$ cat src/rtl/serial_addsub.sv
// Multi-cycle adder/subtractor: one CHUNK-bit slice per cycle through a ripple
// chain of full-adder cells, carry held in a register between slices.

module serial_addsub_fa (
  input  logic x,
  input  logic y,
  input  logic ci,
  output logic s,
  output logic co
);
  assign s  = x ^ y ^ ci;
  assign co = (x & y) | (ci & (x ^ y));
endmodule

module serial_addsub #(
  parameter int WIDTH = 16,
  parameter int CHUNK = 4
) (
  input  logic             clk,
  input  logic             rst_n,
  input  logic             start,
  input  logic [WIDTH-1:0] a,
  input  logic [WIDTH-1:0] b,
  input  logic             sub,
  input  logic             c_in,
  output logic             busy,
  output logic             done,
  output logic [WIDTH-1:0] sum,
  output logic             c_out,
  output logic             ovf
);
  localparam int N  = WIDTH / CHUNK;
  localparam int CW = (N > 1) ? $clog2(N) : 1;

  generate
    if (WIDTH < 2 || CHUNK < 1 || CHUNK > WIDTH || (WIDTH % CHUNK) != 0) begin : g_bad_cfg
      $error("serial_addsub: illegal WIDTH/CHUNK combination");
    end
  endgenerate

  typedef enum logic [1:0] {S_IDLE, S_RUN, S_DONE} state_t;

  state_t           state, state_nxt;
  logic [WIDTH-1:0] a_q, b_q, acc, acc_nxt;
  logic [CW-1:0]    cnt;
  logic             carry;
  logic [CHUNK:0]   cc;
  logic [CHUNK-1:0] ss;
  logic             accept, last;

  // Operands shift right each cycle, so the active slice is always the low CHUNK bits.
  assign cc[0] = carry;
  generate
    for (genvar gi = 0; gi < CHUNK; gi++) begin : g_cell
      serial_addsub_fa u_fa (
        .x (a_q[gi]),
        .y (b_q[gi]),
        .ci(cc[gi]),
        .s (ss[gi]),
        .co(cc[gi+1])
      );
    end
  endgenerate

  // Partial results accumulate MSB-first into a shift register; after N
  // slices the first slice has reached the bottom.
  always_comb begin
    acc_nxt                   = acc >> CHUNK;
    acc_nxt[WIDTH-1 -: CHUNK] = ss;
  end

  assign last = (cnt == CW'(N - 1));
  assign busy = (state == S_RUN);
  assign done = (state == S_DONE);

  always_ff @(posedge clk or negedge rst_n) begin
    if (!rst_n) state <= S_IDLE;
    else        state <= state_nxt;
  end

  always_comb begin
    state_nxt = state;
    accept    = 1'b0;
    case (state)
      S_IDLE: if (start) begin
        accept    = 1'b1;
        state_nxt = S_RUN;
      end
      S_RUN:  if (last) state_nxt = S_DONE;
      S_DONE: begin
        if (start) begin
          accept    = 1'b1;
          state_nxt = S_RUN;
        end else begin
          state_nxt = S_IDLE;
        end
      end
      default: state_nxt = S_IDLE;
    endcase
  end

  always_ff @(posedge clk or negedge rst_n) begin
    if (!rst_n) begin
      a_q   <= '0;
      b_q   <= '0;
      acc   <= '0;
      cnt   <= '0;
      carry <= 1'b0;
      sum   <= '0;
      c_out <= 1'b0;
      ovf   <= 1'b0;
    end else if (accept) begin
      a_q   <= a;
      b_q   <= sub ? ~b : b;
      carry <= sub | c_in;
      cnt   <= '0;
    end else if (state == S_RUN) begin
      a_q   <= a_q >> CHUNK;
      b_q   <= b_q >> CHUNK;
      acc   <= acc_nxt;
      carry <= cc[CHUNK];
      cnt   <= cnt + CW'(1);
      if (last) begin
        sum   <= acc_nxt;
        c_out <= cc[CHUNK];
        ovf   <= cc[CHUNK-1] ^ cc[CHUNK];
      end
    end
  end
endmodule
$ cat config.mk
export PLATFORM = sky130hd
export DESIGN_NAME = serial_addsub
export DESIGN_NICKNAME = d
export VERILOG_FILES = /design/src/rtl/serial_addsub.sv
export SDC_FILE = /design/constraint.sdc
export NUM_CORES = 1
export LEC_CHECK = 0
export BUFFER_PORTS_ARGS = -buffer_cell sky130_fd_sc_hd__buf_2
export CAP_MARGIN = 0
export CORE_MARGIN = 8
export CORE_UTILIZATION = 55
export DETAILED_ROUTE_END_ITERATION = 8
export PLACE_DENSITY = 0.76
export SYNTH_ARGS = -nofsm -noshare
export SYNTH_HDL_FRONTEND = slang
export SYNTH_SLANG_ARGS = --single-unit
$ cat constraint.sdc
create_clock -name clk -period 3.6 [get_ports clk]
set_input_delay 0 -clock clk [delete_from_list [all_inputs] [get_ports clk]]
set_output_delay 0 -clock clk [all_outputs]
set_load 0.02 [all_outputs]
---- Yosys cells after proc, flatten, opt, wreduce, memory -nomap -nowiden ----
Index checks and enable logic that the tools add are counted.
cells by class
  $add $sub $neg .......................... 1
  equal/unequal tests ..................... 5
  mux-type cells .......................... 15
  bitwise gates (word level) .............. 24
  reductions and logical operators ........ 6
operators with widths
  operator                                       number
  2-to-1 mux 16 bit                              5
  inverter 16 bit                                1
  XOR 1 bit                                      9
  AND 1 bit                                      8
  2-to-1 mux 2 bit                               4
  one-hot mux 2 bit (3 select lines)             1
  2-to-1 mux 1 bit                               5
  bitwise OR 1 bit                               5
  == test 2 bit, second input constant           2
  AND reduction 2 bit                            2
  AND reduction 3 bit                            1
  adder 2 x 1 -> 2 bit, second input constant    1
  == test 2 x 1 -> 1 bit, second input constant  1
  logical NOT 2 bit                              1
  != test 2 x 1 -> 1 bit, second input constant  1
  != test 2 bit, second input constant           1
  nonzero test 2 bit                             1
  OR reduction 2 bit                             1
  inverter 1 bit                                 1
storage, ports and cells
  register bits ........................... 71
  input bits .............................. 37
  output and inout port bits .............. 20
  word-level logic and storage cells ...... 60

---- Depth between registers and ports, before layout ----
Gate-level depths: netlist (run 1).
  depth in word-level cells ............... 11
  mapped depth ............................ 9
  mapped depth without buffers ............ 9

---- Hierarchy ----
Synthesis (run 1) repeated with hierarchy kept, for this count alone.
unflattened totals
  cell total of the unflattened synthesis .. 268
  area total of the unflattened synthesis .. 2924.1 um^2
modules (own cells, without submodules)
  module            instances  cells an instance  area each (um^2)  seq. area each (um^2)
  serial_addsub     1          264                2844.0            1676.6
  serial_addsub_fa  4          1                  20.0              0.0

---- Worst setup path after synthesis (run 1) ----
Ideal clock, no wire load.
  path kind ............................... register to register
  start point ............................. reg carry
  end point ............................... reg acc[15]
  setup time .............................. 83 ps
  data arrival time ....................... 2015 ps
  required time ........................... 3517 ps
  setup slack ............................. 1502 ps
  stages on the path, launching flop included .. 9
  path buffers ............................ 0
  period minus slack after synthesis ...... 2098 ps
  cells stage by stage .................... dfrtp_1 inv_1 fa_1 inv_1 fa_1 fa_1 inv_1 fa_1 o21ai_0
between the ends
  cells in the longest elaborated chain, start to end .. 7
RTL lines
  element                 line  text
  from (decl)             46    logic carry;
  from (signal assigned)  115   carry <= sub | c_in;
  from (signal assigned)  121   carry <= cc[CHUNK];
  AND 1 bit               12    assign co = (x & y) | (ci & (x ^ y));
  bitwise OR 1 bit        12
  AND 1 bit               12
  bitwise OR 1 bit        12
  AND 1 bit               12
  bitwise OR 1 bit        12
  XOR 1 bit               11    assign s = x ^ y ^ ci;
  to (signal assigned)    120   acc <= acc_nxt;
  to (decl)               44    logic [WIDTH-1:0] a_q, b_q, acc, acc_nxt;
No other way between the ends.
A chain may end at the register's enable or synchronous reset.

---- Final worst setup path (run 1) ----
  start point ............................. reg carry
  end point ............................... reg sum[15]
between the ends
  cells in the longest elaborated chain, start to end .. 7
RTL lines
  element               line  text
  AND 1 bit             12
  bitwise OR 1 bit      12
  AND 1 bit             12
  bitwise OR 1 bit      12
  AND 1 bit             12
  bitwise OR 1 bit      12
  XOR 1 bit             11
  to (signal assigned)  124   sum <= acc_nxt;
  to (decl)             28    output logic [WIDTH-1:0] sum,
No other way between the ends.

==> results of run 1 <==
==> path summary, 6_finish.rpt <==
check                                            to
worst min-delay path            b_q[14]$_DFFE_PN0P_
worst max-delay path            sum[15]$_DFFE_PN0P_
min in group asynchronous        sum[5]$_DFFE_PN0P_
worst min register to register   acc[4]$_DFFE_PN0P_
worst max register to register  sum[15]$_DFFE_PN0P_
max in group asynchronous        a_q[3]$_DFFE_PN0P_
==> cells in the final DEF (no fill, tap or decap) <==
master,instances
a221o_1,2
mux2_2,14
o21ai_1,1
bufinv_16,2
dfrtp_1,67
xor2_1,17
a22oi_1,2
inv_2,1
nand2_1,78
nor2_1,20
buf_4,3
nor3_1,2
clkbuf_8,11
buf_2,56
inv_1,8
nor2b_1,2
nor2_2,1
dlygate4sd3_1,31
o21ai_0,8
nand3b_1,1
a31oi_1,20
fa_1,4
nand2b_1,2
nand3_1,4
ha_1,1
clkinv_2,3
a22o_1,9
o211ai_1,1
==> flip-flops by register name, indices dropped and copies added (netlist names) <==
name   flops
a_q       16
acc       12
b_q       16
c_out      1
carry      1
cnt        2
ovf        1
state      2
sum       16
==> logic make-up (layout without fill, tap and decap cells) <==
family / Yosys count / count (layout) / synth area share (%)
AOI/OAI and AO/OA: 43 / 43 / 9.89
DFF: 67 / 67 / 56.9
muxes: 14 / 14 / 5.35
buffers and inverters: 29 / 115 / 4.92
adders and majority gates: 5 / 5 / 3.14
xor gates and xnor gates: 17 / 17 / 5.05
and+or+nand+nor: 110 / 110 / 14.8
==> worst max-delay path: cells and delay by family (launching register included) <==
| family | cells | cell delay (ns) |
|---|---|---|
| flip-flops | 1 | 0.38 |
| buffers and inverters | 3 | 0.22 |
| adder cells (fa/ha/maj) | 4 | 1.39 |
| AO/OA/AOI/OAI | 1 | 0.16 |
==> cell type report <==
class	count	area share, %
sequential	67	44.5
multi-input combinational	189	29.9
timing repair buffer	90	16.3
clock buffer	11	4.02
tap	70	2.33
clock inverter	5	1.99
inverter	9	0.897
==> where the power goes <==
part,switching [W],total (W),internal [W]
Sequential,0.000199,0.00132,0.00112
Combinational,0.000817,0.00136,0.000545
Clock,0.000278,0.000703,0.000424
Total,0.00129,0.00338,0.00209
==> metal layers <==
| layer | up-vias | global-route usage (%) |
|---|---|---|
| li1 | 1100 | - |
| met4 | 0 | 4.98 |
| met2 | 77 | 30.3 |
| met1 | 1106 | 22.6 |
| met5 | - | 0 |
| met3 | 5 | 6.34 |
==> through the flow <==
stage | utilization, % | total power, W
after floorplan | - | 0.00234
after global placement | 62.8 | 0.00261
after detailed placement | 62.8 | 0.00267
after CTS | 73.2 | 0.00340
after global routing | 73.2 | 0.00367
final | 73.2 | 0.00338
==> repair_timing <==
item,CTS,global route
hold buffers,31,0
setup buffers,0,0
endpoints found under the hold margin,75,0
==> impl_metrics.ini, run 1 <==
[outcome]
status = completed

[clocking]
cts_buffers = 9
cts-resized-gates = 0
insertion_delay_ns = 0.35
cts-root-buf = clkbuf_8
cts.sinks = 67
cts_tree = done
cts_buffer_depth = 2
htreeDepth = 3
path_clk_slew_ns = 0.08

[floorplanning]
design.core.area_um2 = 5140
die_h_um = 89.2
die_w_um = 89.2
initial_core_util_pct = 57.4
die-area_um2 = 7960
rows = 26
num_io_pins = 57

[worst_hold_path]
min_path_type = in -> reg
holdPathStages = 3
min_from = b[14]

[setup_path]
path_class = reg -> reg
cp_max_fo = 2
critPathCaptureType = flop
critPathLaunch = carry$_DFFE_PN0P_
reg2reg_from = carry$_DFFE_PN0P_
arrival_ns = 2.50
r2r_slack_ns = 1.34
crit_required_ns = 3.83
crit_top_cell = fa_1
critPathMaxStageDelay_ns = 0.41
worstRegToRegCells = 8
start_kind = flop
cpMaxStageDelayCell = fa_1
path_cells = inv_1 -> fa_1 -> inv_1 -> fa_1 -> fa_1 -> inv_1 -> fa_1 -> o21ai_0

[power_and_ir_drop]
power.density_nw_per_um2 = 899
p_leak_nw = 1.86
vdd_drop_max_mv = 0.498

[timing]
clock_skew_ns = 0.0121
max_slew_margin_pct = 18.2
whs_ns = 0.0168
final_max_slew_viol_count = 0
setup_viol = 0
setup_ws_ns = 1.34
fin_setup_tns_ns = 0
tightest_slew_ns = 1.22
min_period_ns = 2.26
max_freq_mhz = 442
hold_viol = 0
rsz0062_at_grt = false
period_share_pct = 62.9

[logic_synthesis]
syn_nets = 327
synth_most_common_cell = nand2_1
synth-seq-area-share_pct = 56.9
ys_ff_latch = 67
synth_cell_types = 26
postSynthCellCount = 285
synth_top_area_share_pct = 56.9
ys_top_cells_by_area = dfrtp_1 57%, nand2_1 9.9%, mux2_2 5.3%
syn_avg_cell_area_um2 = 10.3
synth_top_cell_by_area = dfrtp_1
synth_ff_type = dfrtp_1
synth_common_cells = 78 x nand2_1, 67 x dfrtp_1, 20 x a31oi_1, 20 x nor2_1, 17 x xor2_1
async_flop_share_pct = 100
synth_edf_count = 0
netlist_area_um2 = 2950
yosysWarningCount = 0

[detailed_routing]
via_count = 2288
wl_per_cell_um = 15.0
detail_route.iter0.violations = 92
drtPass1Iterations = 4
route.met3.wl_um = 483
wl_met2_um = 3280
drc = 0
wl_met1_um = 2780
via_per_inst = 5.19
ant_nets = 0
wirelength_um = 6600
highest_layer = met4

[place]
port_buffers = 56
post-place-cells = 394
gp_congestion = 0.731
preCtsSetupSlack_ns = 1.37
place_hpwl_um = 3960
placed_cell_area_um2 = 3230

[grt]
antenna_found_initial = 0
grt_util_all_layers_pct = 18.5
grt_first_pass_wirelength_um = 11100
gr-total-overflow = 0
grt_max_degree = 47
grt_pass1_vias = 2342

[finish]
area_growth_pct = 27.7
antennaDiodeCount = 0
n_fill_cell = 380
nets = 408
stdcell_count = 441
multi_input_area_um2 = 1130
fin_area_um2 = 3760
drive_above_1_share_pct = 24.5
seqCellArea_um2 = 1680

[job]
cap_viol_max_count = 0
(Power assumes the default switching activity.)
==> run 2: changes to the inputs <==
- CORE_UTILIZATION: 55 -> 49
- PLACE_DENSITY: 0.76 -> 0.72
- clock period: 3.6 -> 1.85 ns (I/O delays scaled with it)
==> impl_metrics.ini, run 2 (synthesis results as in run 1) <==
[finish]
reg_top3 = a_q: 16 flops, b_q: 16 flops, sum: 16 flops
mostFrequentLayoutCells = 78 x nand2_1, 67 x dfrtp_1, 56 x buf_2
post-route-util_pct = 65.9
drive_above_1_share_pct = 29.1
fin_area_um2 = 3880
antennaDiodeCount = 0
final_common_cell = nand2_1
nets = 419
n_fill_cell = 469
area_growth_pct = 31.6

[job]
cap_viol_max_count = 0

[setup_path]
path_class = reg -> reg
critPathLaunch = carry$_DFFE_PN0P_
crit_buf_inv = 3
critPathMaxStageDelay_ns = 0.44
crit_top_cell = fa_2
cp_max_fo = 2
crit_required_ns = 2.12
path_depth = 8
worstRegToRegCells = 8
reg2reg_from = carry$_DFFE_PN0P_
critPathTopFamily = adder cells
path_cells = inv_2 -> fa_2 -> inv_2 -> fa_2 -> fa_2 -> inv_2 -> fa_2 -> o21ai_1
cpMaxStageDelayCell = fa_2
critPathCaptureType = flop
start_kind = flop
arrival_ns = 2.40

[place]
port_buffers = 56
gp_congestion = 0.769
placed_cell_area_um2 = 3310
place_hpwl_um = 4410

[clocking]
cts.sinks = 67
cts_buffers = 9
htreeDepth = 3
insertion_delay_ns = 0.34
cts_tree = done
cts_buffer_depth = 2
cts-root-buf = clkbuf_8
path_clk_slew_ns = 0.07

[timing]
setup_viol = 6
max_slew_margin_pct = 68.6
rsz0062_at_grt = true
min_period_ns = 2.13
tightest_slew_ns = 0.471
whs_ns = 0.0108
period_share_pct = 115
setup_ws_ns = -0.277
max_freq_mhz = 470
hold_viol = 0
fin_setup_tns_ns = -1.08
clock_skew_ns = 0.00467
final_max_slew_viol_count = 0

[detailed_routing]
via_count = 2328
drtPass1Iterations = 4
wl_per_cell_um = 15.2
ant_nets = 0
via_per_inst = 5.09
wirelength_um = 6950
drc = 0
detail_route.iter0.violations = 122

[floorplanning]
num_io_pins = 57
die-area_um2 = 8760
design.core.area_um2 = 5890
initial_core_util_pct = 50.1
die_w_um = 93.6
die_h_um = 93.6
rows = 28

[power_and_ir_drop]
vdd_drop_max_mv = 0.818
p_leak_nw = 1.90
power_w = 0.00686
power.density_nw_per_um2 = 1770

[grt]
grt_pass1_vias = 2422
grt_util_all_layers_pct = 16.9
grt_first_pass_wirelength_um = 11600
gr-total-overflow = 0
antenna_found_initial = 0
grt_max_degree = 68

[outcome]
status = finished with violations
violations = negative setup slack

[worst_hold_path]
min_from = b[12]
holdPathStages = 3
min_path_type = in -> reg
run 2: cell types whose count changed in the layout (fill, tap and decap cells not counted), moves of 2 or more:
cell       previous run  this run
inv_1                 8         4
fa_2                  0         4
o21ai_1               1         3
clkbuf_8             11        15
clkinv_2              3         0
bufinv_16             2         0
fa_1                  4         0
inv_2                 1         5
buf_4                 3        11
o21ai_0               8         4
o21ai_2               0         2
run 2: per-layer routing:
layer	vias up	track usage, %	wire (um)
met5	-	0	0
met4	0	9.25	155
met3	14	4.73	435
met2	74	27.4	3370
met1	1117	20.0	2990
li1	1123	-	-
run 2: power breakdown:
| part | switching, W | internal (W) |
|---|---|---|
| Combinational | 0.00173 | 0.00130 |
| Sequential | 0.000405 | 0.00218 |
| Clock | 0.000539 | 0.000709 |
| Total | 0.00268 | 0.00419 |
run 2: path summary, 6_finish.rpt:
| path | slack, ns | endpoint |
|---|---|---|
| max in group asynchronous | 1.36 | b_q[15]$_DFFE_PN0P_ |
| worst max-delay path | -0.28 | sum[15]$_DFFE_PN0P_ |
| min in group asynchronous | 0.19 | sum[9]$_DFFE_PN0P_ |
| worst max register to register | -0.28 | sum[15]$_DFFE_PN0P_ |
| worst min-delay path | 0.01 | b_q[12]$_DFFE_PN0P_ |
| worst min register to register | 0.47 | acc[5]$_DFFE_PN0P_ |
run 2: layout make-up:
class	count	area (um2)	share of cell area [%]
tap	75	93.8	2.42
clock buffer	16	210	5.42
sequential	67	1680	43.2
multi-input combinational	189	1150	29.7
inverter	9	33.8	0.870
timing repair buffer	101	714	18.4
run 2: timing repair:
action	CTS	global route
endpoints found under the hold margin	98	0
setup endpoints to repair	6	7
pin swaps	3	1
buffers inserted	1	2
gates resized for setup	5	3
hold buffers	32	0
run 2: per-stage QoR:
step                std cells  setup slack, ns
detailed placement        406           -0.346
global route              457           -0.356
CTS                       455           -0.324
global placement          406           -0.209
floorplan                 285           -0.161
finish                    457           -0.277
run 2: worst reg2reg max path, cell delays in order, from the launching register on:
cell and delay (ns):
dfrtp_1 0.39, inv_2 0.07, fa_2 0.21, inv_2 0.04, fa_2 0.34, fa_2 0.36
inv_2 0.07, fa_2 0.44, o21ai_1 0.13
